[src/rtl/dispatch_rr_pkg.sv]
// Shared types and helpers for the round-robin request dispatcher.
package dispatch_rr_pkg;

    localparam int unsigned LANE_MAX   = 16;
    localparam int unsigned LANE_W_MAX = 4;
    localparam logic [15:0] STALL_MAX  = 16'hFFFF;

    // Wide enough for the largest supported lane count; instances slice it down.
    typedef logic [LANE_W_MAX-1:0] lane_index_t;

    function automatic logic [LANE_MAX-1:0] onehot(input lane_index_t idx, input logic en);
        onehot = en ? (LANE_MAX'(1) << idx) : '0;
    endfunction

endpackage

[src/rtl/dispatch_rr_pick.sv]
// Finds the first ready lane at or after a start index, wrapping at N.
module dispatch_rr_pick
    import dispatch_rr_pkg::*;
#(
    parameter int unsigned N  = 4,
    parameter int unsigned LW = 2
)(
    input  logic [LW-1:0] i_start,
    input  logic [N-1:0]  i_rdy,
    output logic [LW-1:0] o_tgt,
    output logic          o_found
);

    always_comb begin : p_pick
        int unsigned w_lane;
        o_tgt   = i_start;
        o_found = 1'b0;
        w_lane  = 0;
        for (int unsigned k = 0; k < N; k++) begin
            // start < N, so a single subtraction is enough to wrap
            w_lane = 32'(i_start) + k;
            if (w_lane >= N) begin
                w_lane = w_lane - N;
            end
            if (!o_found && i_rdy[w_lane]) begin
                o_found = 1'b1;
                o_tgt   = LW'(w_lane);
            end
        end
    end

endmodule

[src/rtl/dispatch_rr.sv]
// Deals one request stream round-robin across funnelWidth lanes through a
// one-entry holding register, with a saturating debug stall counter.
module dispatch_rr
    import dispatch_rr_pkg::*;
#(
    parameter int unsigned funnelWidth = 4,
    parameter int unsigned dataWidth   = 32,
    parameter bit          strictOrder = 1'b1
)(
    input  logic                           CLK,
    input  logic                           nRST,
    input  logic                           in_enq_ena,
    input  logic [dataWidth-1:0]           in_enq_v,
    output logic                           in_enq_rdy,
    output logic [funnelWidth-1:0]         out_enq_ena,
    output logic [dataWidth-1:0]           out_enq_v,
    input  logic [funnelWidth-1:0]         out_enq_rdy,
    output logic [$clog2(funnelWidth)-1:0] lane,
    output logic                           busy,
    output logic [15:0]                    stallCount
);

    localparam int unsigned LW = $clog2(funnelWidth);

    logic                 r_hold_valid;
    logic [dataWidth-1:0] r_hold_data;
    logic [LW-1:0]        r_index;
    logic [15:0]          r_stall;

    logic [LW-1:0] w_tgt;
    logic          w_found;
    logic          w_fire;
    logic          w_accept;

    // Strict mode always targets the current index; skip mode searches for a ready lane.
    generate
        if (strictOrder) begin : g_strict
            assign w_tgt   = r_index;
            assign w_found = 1'b1;
        end else begin : g_skip
            dispatch_rr_pick #(
                .N  (funnelWidth),
                .LW (LW)
            ) u_pick (
                .i_start (r_index),
                .i_rdy   (out_enq_rdy),
                .o_tgt   (w_tgt),
                .o_found (w_found)
            );
        end
    endgenerate

    assign w_fire   = r_hold_valid && w_found && out_enq_rdy[w_tgt];
    assign w_accept = in_enq_ena && in_enq_rdy;

    assign out_enq_ena = funnelWidth'(onehot(LANE_W_MAX'(w_tgt), w_fire));
    assign out_enq_v   = r_hold_data;
    assign in_enq_rdy  = !r_hold_valid || w_fire;
    assign lane        = r_index;
    assign busy        = r_hold_valid;
    assign stallCount  = r_stall;

    // Holding register, lane pointer and stall counter; an ENA without RDY is ignored.
    always_ff @(posedge CLK or negedge nRST) begin : p_state
        if (!nRST) begin
            r_hold_valid <= 1'b0;
            r_hold_data  <= '0;
            r_index      <= '0;
            r_stall      <= '0;
        end else begin
            if (w_accept) begin
                r_hold_data  <= in_enq_v;
                r_hold_valid <= 1'b1;
            end else if (w_fire) begin
                r_hold_valid <= 1'b0;
            end
            if (w_fire) begin
                r_index <= (32'(w_tgt) == funnelWidth - 1) ? '0 : w_tgt + LW'(1);
            end
            if (r_hold_valid && !w_fire && (r_stall != STALL_MAX)) begin
                r_stall <= r_stall + 16'd1;
            end
        end
    end

endmodule

[config.mk]
export PLATFORM = sky130hd
export DESIGN_NAME = dispatch_rr
export DESIGN_NICKNAME = d
export VERILOG_FILES = /design/src/rtl/dispatch_rr_pkg.sv /design/src/rtl/dispatch_rr_pick.sv /design/src/rtl/dispatch_rr.sv
export SDC_FILE = /design/constraint.sdc
export NUM_CORES = 1
export LEC_CHECK = 0
export ABC_AREA = 1
export CORE_MARGIN = 2
export CORE_UTILIZATION = 45
export CTS_CLUSTER_SIZE = 8
export DETAILED_ROUTE_END_ITERATION = 12
export PLACE_DENSITY = 0.82
export SYNTH_ARGS = -nofsm -noshare
export SYNTH_HDL_FRONTEND = slang
export SYNTH_SLANG_ARGS = --single-unit
[constraint.sdc]
create_clock -name CLK -period 1.9 [get_ports CLK]
set_input_delay 0.57 -clock CLK [delete_from_list [all_inputs] [get_ports CLK]]
set_output_delay 0.57 -clock CLK [all_outputs]
set_load 0.02 [all_outputs]
==> run summary, run 1 <==
Status - complete, but fails checks
Failing checks - setup timing
Final ANT Viol Nets - 0
Met1 WL - 2830 µm
Average wire per standard cell - 13.3 µm
Arrival @ worst endpoint - 1430 ps
Setup crit start kind - register
Via Count - 2490
IO buf count - 94
Setup CP Type - reg2out
Io pins - 95
Router iterations before antenna repair - 4
Highest metal used - met4
Leak - 2.18 nW
CTS tree - done
RSZ-0062 raised after global routing - yes
Later-pin clock latency in the skew report - 310 ps
Vias in the first global route - 2293
Cell row count - 27
Global-route wire length before repair - 10800 µm
Most frequent cell after synthesis - nand2_1
CTS Sinks - 51
Synth area leader - dfrtp_1
Most frequent cells after synthesis - nand2_1, dfrtp_1, nand3_1
Core area - 0.00557 mm²
Post-synth EDFFs - 0
Final Cycle Share - 1.05
Met3 wire length - 426 µm
First DRT Iteration DRCs - 153
GPL Wtd Cong - 0.819
Fin Clk Skew - 6.72 ps
Final worst slack - -103 ps
CTS Buffer Depth - 2
Async SR Flop Fraction - 1.00
Vert. Die Dim - 80.2 µm
Crit. End Element - primary output
Top post-synthesis cells by area - dfrtp_1, nand2_1, nand3_1
Met2 wire len - 3330 µm
Warnings from Yosys - 0
Number of hold violations in the final report - 0
Total Nets Final - 468
Filler cells - 446
Initial core utilization - 0.469
Syn nets - 365
Die width - 80.2 µm
Prevailing post-synth register cell - dfrtp_1
CTS Buf Count - 5
DRC - 0
Root buf cell - clkbuf_8
Share of cells above drive strength 1 - 0.160
VDD IR-drop max - 1280 µV
Initial antenna violation count - 0
Synth unique cells - 24
RR Startpoint - lane[0]$_DFFE_PN0P_
Largest net degree at the start of global routing - 49
Crit Reg-Reg Endpoint - out_enq_v[7]$_DFFE_PN0P_
Number of max-cap violations - 0
ANT cells - 0
Req. time, crit path - 1330 ps
Pwr dens - 1460 mW/mm²
Layout overhead on the synthesized area - 49.4%
# H-tree levels - 2
Max Slew Vio Count - 0
Setup-failing EPs final - 5
Crit path time final - 2000 ps
Flop-to-flop setup slack - 110 ps
Mapped cell area - 0.00261 mm²
Final core occ - 0.701
Fmax - 499 MHz
# hold bufs at CTS - 0
Gr usage total - 0.212
Overall power - 0.00570 W
Post-Route WL - 6620 µm
Congestion Overflow GR - 0
Vias per inst - 5.01
Flops & latches, synth - 51
Area of the die - 0.00643 mm²
Worst relative slew slack - 0.663
Yosys top cell area share - 0.488
Slew @ Worst Pin - 505 ps
Register area share after synthesis - 0.488
Post-Syn Instances - 321
R2R cell count - 10
Mapped Avg Cell Area - 8.14 µm²
Worst-path clk slew - 100 ps
CP Max Fanout - 5
HP Class - in2async
Detailed placement HPWL - 4620 µm
-- per-layer routing --
metal | track usage | vias up
met2 | 0.358 | 76
met4 | 0.0356 | 0
met1 | 0.276 | 1190
met3 | 0.0573 | 4
li1 | - | 1220
met5 | 0 | -
-- power by group --
group / switching, W / internal, W
combinational: 0.00178 / 0.00131
sequential: 0.000316 / 0.00152
clock: 0.000384 / 0.000400
-- timing repair --
item | in CTS | in global routing
setup buffers | 3 | 1
endpoints found under the setup margin | 71 | 40
pin swaps | 9 | 3
cloned | 1 | 0
gates resized for setup | 63 | 28
-- how the worst max path moves through the flow --
stage | start | end | cells past startpoint
after floorplan | lane[0]$_DFFE_PN0P_ | in_enq_rdy | 7
after global placement | out_enq_rdy[3] | out_enq_ena[0] | 6
final | lane[0]$_DFFE_PN0P_ | out_enq_ena[1] | 6
after global routing | lane[0]$_DFFE_PN0P_ | out_enq_ena[1] | 6
after detailed placement | out_enq_rdy[3] | out_enq_ena[2] | 6
after CTS | lane[0]$_DFFE_PN0P_ | out_enq_ena[0] | 6
-- critical path, stage by stage, from the launching register on --
cell,delay [ps]
dfrtp_2,460
inv_4,100
nand2_2,70
nand3_4,100
nand3_4,130
nor2_2,120
buf_4,150
-- cells by family after synthesis --
| group | count (synthesis) | synth area share |
|---|---|---|
| AOI/OAI and AO/OA | 21 | 0.0460 |
| xor gates and xnor gates | 5 | 0.0168 |
| and+or+nand+nor | 204 | 0.350 |
| adders and majority gates | 5 | 0.0239 |
| buffers and inverters | 35 | 0.0752 |
| DFF | 51 | 0.488 |
-- cell type report --
cell class / count / area (µm²) / area share
tap: 72 / 90.1 / 0.0231
inverter: 20 / 77.6 / 0.0199
clock buffer: 5 / 68.8 / 0.0176
clock inverter: 3 / 47.5 / 0.0122
multi-input combinational: 236 / 1220 / 0.313
sequential: 51 / 1280 / 0.327
timing repair buffer: 110 / 1120 / 0.287
-- stage by stage --
| stage | instance area [µm²] | setup TNS, ps | cells | worst slack (ps) | hold WS [ps] |
|---|---|---|---|---|---|
| final | 3910 | -401 | 497 | -103 | 216 |
| after global routing | 3910 | -737 | 497 | -178 | 246 |
| after CTS | 3820 | -390 | 496 | -108 | 233 |
| after detailed placement | 3650 | -26970 | 484 | -838 | 461 |
| after global placement | 3650 | -23270 | 484 | -702 | 454 |
| after floorplan | 2610 | 0 | 321 | 98.8 | 274 |
-- sequential cells by signal (all words and copies together) (netlist names) --
name	cells
out_enq_v	32
stallCount	16
lane	2
busy	1
-- placed cells by master (no fill, tap or decap), types with 11 or more instances in the layout --
cell type	netlist	final
nand3_1	41	39
clkdlybuf4s50_1	0	49
nand2_1	126	121
dfrtp_1	51	50
nand2_2	9	12
inv_1	18	17
dlymetal6s2s_1	0	18
buf_4	4	12
nor2_1	15	11
dlygate4sd2_1	0	21
(Power assumes the default switching activity.)
==> run 2: changes to the inputs <==
--- a/config.mk
+++ b/config.mk
@@ -10,6 +10,7 @@
 export CORE_UTILIZATION = 45
 export CTS_CLUSTER_SIZE = 8
 export DETAILED_ROUTE_END_ITERATION = 12
+export GPL_TIMING_DRIVEN = 0
 export PLACE_DENSITY = 0.82
 export SYNTH_ARGS = -nofsm -noshare
 export SYNTH_HDL_FRONTEND = slang
==> run summary, run 2 (synthesized netlist as in run 1, its figures left out) <==
Status - complete, but fails checks (unchanged)
Failing checks - setup timing (unchanged)
Cell row count - 27 (unchanged)
TNS Setup - -320 ps (was -401 ps)
CTS Buffer Depth - 2 (unchanged)
ANT cells - 0 (unchanged)
Register area - 0.00128 mm² (about the same)
Post-Route WL - 6630 µm (was 6620 µm)
Via Count - 2455 (was 2490)
CTS Sinks - 51 (unchanged)
Crit path from - out_enq_rdy[3] (was lane[0]$_DFFE_PN0P_)
Worst relative slew slack - 0.684 (was 0.663)
Commonest cells after routing, fill and taps aside - nand2_1, clkdlybuf4s50_1, dfrtp_1, nand3_1, dlygate4sd2_1 (was nand2_1, dfrtp_1, clkdlybuf4s50_1, nand3_1, dlygate4sd2_1)
Multi-input logic area - 0.00121 mm² (was 0.00122 mm²)
RSZ-0062 raised after global routing - yes (unchanged)
Detailed placement HPWL - 4790 µm (was 4620 µm)
Max Slew Vio Count - 0 (unchanged)
Final Instance Area - 0.00388 mm² (was 0.00391 mm²)
Layout overhead on the synthesized area - 48.3% (was 49.4%)
CTS Buf Count - 5 (unchanged)
Leak - 2.07 nW (was 2.18 nW)
Top cell by count, worst path - nand2_2 (was nand3_4)
Max FFs per register - 32 (unchanged)
Initial antenna violation count - 0 (unchanged)
Average wire per standard cell - 13.3 µm (about the same)
IO buf count - 93 (was 94)
VDD IR-drop max - 964 µV (was 1280 µV)
Met3 Usage GRT - 0.0562 (was 0.0573)
Req. time, crit path - 1330 ps (about the same)
Fmax - 503 MHz (was 499 MHz)
# H-tree levels - 2 (unchanged)
Post-Place Setup Slack - -1010 ps (was -838 ps)
HP Class - in2async (unchanged)
First DRT Iteration DRCs - 101 (was 153)
Setup crit start kind - input pin (was register)
CTS tree - done (unchanged)
Filler cells - 468 (was 446)
Number of hold violations in the final report - 0 (unchanged)
GR Util met1 - 0.289 (was 0.276)
Slew @ Worst Pin - 474 ps (was 505 ps)
Crit. End Element - primary output (unchanged)
Congestion Overflow GR - 0 (unchanged)
GRT busiest layer - met2 (unchanged)
Arrival @ worst endpoint - 1420 ps (was 1430 ps)
Io pins - 95 (unchanged)
Core area - 0.00557 mm² (unchanged)
Die width - 80.2 µm (unchanged)
Vert. Die Dim - 80.2 µm (unchanged)
Final ANT Viol Nets - 0 (unchanged)
Worst-path clk slew - 80 ps (was 100 ps)
Pwr dens - 1490 mW/mm² (was 1460 mW/mm²)
Setup CP Type - in2out (was reg2out)
Final Cycle Share - 1.05 (about the same)
Router iterations before antenna repair - 5 (was 4)
Later-pin clock latency in the skew report - 300 ps (was 310 ps)
Global-route wire length before repair - 11000 µm (was 10800 µm)
Slowest cell on crit path - dlygate4sd2_1 (was dfrtp_2)
CP max stage delay - 230 ps (was 460 ps)
Most common cell after layout, fill and taps aside - nand2_1 (unchanged)
Vias per inst - 4.91 (was 5.01)
Initial core utilization - 0.469 (unchanged)
GPL Wtd Cong - 0.837 (was 0.819)
Crit path time final - 1990 ps (was 2000 ps)
Number of max-cap violations - 0 (unchanged)
Fin Clk Skew - 7.04 ps (was 6.72 ps)
Largest net degree at the start of global routing - 33 (was 49)
Gr usage total - 0.220 (was 0.212)
Cell Area, Placed - 0.00365 mm² (about the same)
Critical path, cell by cell - dlygate4sd2_1 -> nand2_1 -> nand3_4 -> nand2_2 -> nand2_2 -> buf_12 -> buf_8 (was inv_4 -> nand2_2 -> nand3_4 -> nand3_4 -> nor2_2 -> buf_4)
RR Startpoint - lane[0]$_DFFE_PN0P_ (unchanged)
DRC - 0 (unchanged)
Vias in the first global route - 2357 (was 2293)
Total Nets Final - 472 (was 468)
GR Util met2 - 0.366 (was 0.358)
Area of the die - 0.00643 mm² (unchanged)
Setup-failing EPs final - 5 (unchanged)
Final worst slack - -89.7 ps (was -103 ps)
Final core occ - 0.696 (was 0.701)
Root buf cell - clkbuf_8 (unchanged)
CP Max Fanout - 2 (was 5)
Share of cells above drive strength 1 - 0.159 (was 0.160)
## run 2: cell count changes in the layout (fill, tap and decap cells not counted), sizes merged
cell,previous run,this run
buf,22,25
clkinv,1,0
clkbuf,5,9
nor2,21,20
clkdlybuf4s50,49,55
dlygate4sd2,21,23
inv,21,20
dlymetal6s2s,18,9
## run 2: metrics by stage
step / total power, W / cells / hold slack [ps]
after global routing: 0.00618 / 500 / 240
final: 0.00579 / 500 / 217
after detailed placement: 0.00486 / 487 / 457
after floorplan: 0.00349 / 321 / 274
after CTS: 0.00578 / 499 / 219
after global placement: 0.00479 / 486 / 453
## run 2: area by class of cell
cell class | instances | share of cell area
repair buffers | 101 | 0.257
well taps | 72 | 0.0232
flip-flops and latches | 51 | 0.330
clock buffers | 6 | 0.0187
multi-input cells | 235 | 0.312
clock inverters | 1 | 0.00774
inverters | 20 | 0.0200
plain buffers | 14 | 0.0316
## run 2: critical path: cells and delay by family
kind	cells	cell delay (ps)
buffers and inverters	3	490
AND/OR/NAND/NOR	4	360
## run 2: final timing paths
check                                        endpoint  slack (ps)  cells past startpoint
max                                        in_enq_rdy         -90                      7
min reg2reg                 out_enq_v[26]$_DFFE_PN0P_         470                      2
min                        stallCount[10]$_DFFE_PN0P_         220                      1
min in group CLK            out_enq_v[26]$_DFFE_PN0P_         470                      2
max reg2reg                 stallCount[6]$_DFFE_PN0P_         270                      9
max in group asynchronous  stallCount[15]$_DFFE_PN0P_        1150                      2
## run 2: timing repair
item	in CTS	in global routing
gates resized for setup	67	16
setup buffers	6	1
hold buffers	0	0
endpoints found under the hold margin	0	0
endpoints found under the setup margin	23	14
pin swaps	8	5
## run 2: report_power, final
group / internal [W] / total [W] / switching [W] / leakage [nW]
registers: 0.00152 / 0.00185 / 0.000326 / 0.643
logic: 0.00143 / 0.00321 / 0.00178 / 1.37
clock network: 0.000387 / 0.000732 / 0.000346 / 0.0513
## run 2: layer usage
layer,wire length (µm),share of wire,up-vias
met3,338,0.051,4
met4,50,0.0075,0
li1,-,-,1225
met2,3270,0.49,70
met5,0,0,-
met1,2970,0.45,1156
==> run 3: changes to the inputs <==
--- a/config.mk
+++ b/config.mk
@@ -6,7 +6,6 @@
 export NUM_CORES = 1
 export LEC_CHECK = 0
 export ABC_AREA = 1
-export CORE_MARGIN = 2
 export CORE_UTILIZATION = 45
 export CTS_CLUSTER_SIZE = 8
 export DETAILED_ROUTE_END_ITERATION = 12
==> run summary, run 3 (synthesized netlist as in run 1, its figures left out) <==
VDD IR-drop max - 947 µV (was 964 µV)
Slew @ Worst Pin - 444 ps (was 474 ps)
Root buf cell - clkbuf_8 (unchanged)
Multi-input logic area - 0.00121 mm² (about the same)
Detailed placement HPWL - 4670 µm (was 4790 µm)
Number of hold violations in the final report - 0 (unchanged)
Register area - 0.00128 mm² (unchanged)
Total Nets Final - 471 (was 472)
Failing checks - setup timing (unchanged)
Filler cells - 456 (was 468)
Final Cycle Share - 1.06 (was 1.05)
CTS Buf Count - 5 (unchanged)
Cell Area, Placed - 0.00365 mm² (unchanged)
Vert. Die Dim - 78.2 µm (was 80.2 µm)
Initial antenna violation count - 0 (unchanged)
Max Slew Vio Count - 0 (unchanged)
CTS tree - done (unchanged)
Vias per inst - 4.88 (was 4.91)
Gr usage total - 0.228 (was 0.220)
Most common cell after layout, fill and taps aside - nand2_1 (unchanged)
Fmax - 495 MHz (was 503 MHz)
Global-route wire length before repair - 11000 µm (unchanged)
Number of max-cap violations - 0 (unchanged)
RSZ-0062 raised after global routing - yes (unchanged)
Largest net degree at the start of global routing - 41 (was 33)
DRC - 0 (unchanged)
Setup crit start kind - register (was input pin)
Worst-path clk slew - 100 ps (was 80 ps)
Leak - 2.12 nW (was 2.07 nW)
First DRT Iteration DRCs - 89 (was 101)
Status - complete, but fails checks (unchanged)
Clk network pwr share - 0.139 (was 0.126)
Post-Route WL - 6500 µm (was 6630 µm)
Worst relative slew slack - 0.704 (was 0.684)
Vias in the first global route - 2376 (was 2357)
Final core occ - 0.702 (was 0.696)
Core area - 0.00554 mm² (was 0.00557 mm²)
Post-Place Setup Slack - -1000 ps (was -1010 ps)
Router iterations before antenna repair - 4 (was 5)
Comb pwr share - 0.545 (was 0.555)
Later-pin clock latency in the skew report - 300 ps (about the same)
Fin Clk Skew - 5.32 ps (was 7.04 ps)
Crit path time final - 2020 ps (was 1990 ps)
Pwr dens - 1490 mW/mm² (about the same)
Final worst slack - -120 ps (was -89.7 ps)
Area of the die - 0.00612 mm² (was 0.00643 mm²)
Final ANT Viol Nets - 0 (unchanged)
Cell row count - 27 (unchanged)
Die width - 78.2 µm (was 80.2 µm)
Share of cells above drive strength 1 - 0.157 (was 0.159)
CP Max Fanout - 6 (was 2)
Int Pwr - 0.00333 W (was 0.00334 W)
Req. time, crit path - 1330 ps (about the same)
Average wire per standard cell - 13.0 µm (was 13.3 µm)
ANT cells - 0 (unchanged)
CTS Buffer Depth - 2 (unchanged)
Setup CP Type - reg2out (was in2out)
TNS Setup - -475 ps (was -320 ps)
Layout overhead on the synthesized area - 48.9% (was 48.3%)
IO buf count - 93 (unchanged)
CTS Sinks - 51 (unchanged)
Seq pwr share - 0.316 (was 0.319)
Setup-failing EPs final - 5 (unchanged)
Final Instance Area - 0.00389 mm² (was 0.00388 mm²)
Congestion Overflow GR - 0 (unchanged)
Switching power - 0.00245 W (about the same)
HP Class - in2async (unchanged)
Arrival @ worst endpoint - 1450 ps (was 1420 ps)
Switching Fraction - 0.424 (about the same)
GPL Wtd Cong - 0.788 (was 0.837)
# H-tree levels - 2 (unchanged)
Initial core utilization - 0.472 (was 0.469)
Crit. End Element - primary output (unchanged)
Max FFs per register - 32 (unchanged)
Io pins - 95 (unchanged)
Via Count - 2439 (was 2455)
Commonest cells after routing, fill and taps aside - nand2_1, clkdlybuf4s50_1, dfrtp_1, nand3_1, dlygate4sd2_1 (unchanged)
==> run 3: cell types whose count changed in the layout (fill, tap and decap cells not counted), sizes merged <==
| cell | before | now |
|---|---|---|
| buf | 25 | 24 |
| clkdlybuf4s50 | 55 | 51 |
| dlymetal6s2s | 9 | 13 |
| inv | 20 | 21 |
==> run 3: final cells by class <==
cell class	count	share of cell area
tap	72	0.0232
inverter	20	0.0199
buffer	14	0.0293
clock inverter	2	0.00997
timing repair buffer	100	0.257
sequential	51	0.329
clock buffer	6	0.0212
multi-input combinational	235	0.311
==> run 3: critical path, stage by stage (launching register included) <==
cell and delay (ps):
dfrtp_2 470, inv_4 110, buf_4 110, ha_1 150, inv_1 60, nor2_2 120, buf_6 130
==> run 3: power groups by stage <==
| stage | logic (W) | clock network, W | registers (W) |
|---|---|---|---|
| 4_1_cts | 0.00311 | 0.000821 | 0.00183 |
| 5_1_grt | 0.00343 | 0.000870 | 0.00190 |
| 3_5_place_dp | 0.00302 | 0 | 0.00183 |
| 3_3_place_gp | 0.00295 | 0 | 0.00182 |
| 2_1_floorplan | 0.00115 | 0 | 0.00234 |
| 6_report | 0.00315 | 0.000803 | 0.00183 |
==> run 3: metrics by stage <==
stage,hold slack (ps),cells,power [W]
after floorplan,274,321,0.00349
after global placement,453,486,0.00477
after detailed placement,457,487,0.00486
after CTS,138,499,0.00577
after global routing,150,500,0.00619
final,140,500,0.00579
==> run 3: worst paths after layout <==
check	slack [ps]	from	cells after the start	end
setup / recovery	-120	lane[0]$_DFFE_PN0P_	6	out_enq_ena[0]
hold / removal	140	nRST	1	stallCount[7]$_DFFE_PN0P_
setup reg to reg	120	lane[0]$_DFFE_PN0P_	11	out_enq_v[20]$_DFFE_PN0P_
hold reg to reg	470	out_enq_v[1]$_DFFE_PN0P_	2	out_enq_v[1]$_DFFE_PN0P_
max in group asynchronous	1250	nRST	2	out_enq_v[19]$_DFFE_PN0P_
min in group CLK	470	out_enq_v[1]$_DFFE_PN0P_	2	out_enq_v[1]$_DFFE_PN0P_
==> run 3: metal layers <==
layer / track usage / wire (µm) / share of wire
met1: 0.276 / 2740 / 0.42
met2: 0.390 / 3190 / 0.49
met3: 0.0663 / 430 / 0.066
met4: 0.0741 / 136 / 0.021
met5: 0 / 0 / 0
==> run 3: what timing repair did <==
action / 4_1_cts / 5_1_grt
pin swaps: 8 / 3
gates resized for setup: 63 / 22
hold endpoints to repair: 0 / 0
endpoints found under the setup margin: 23 / 18
setup buffers: 5 / 1
hold buffers: 0 / 0
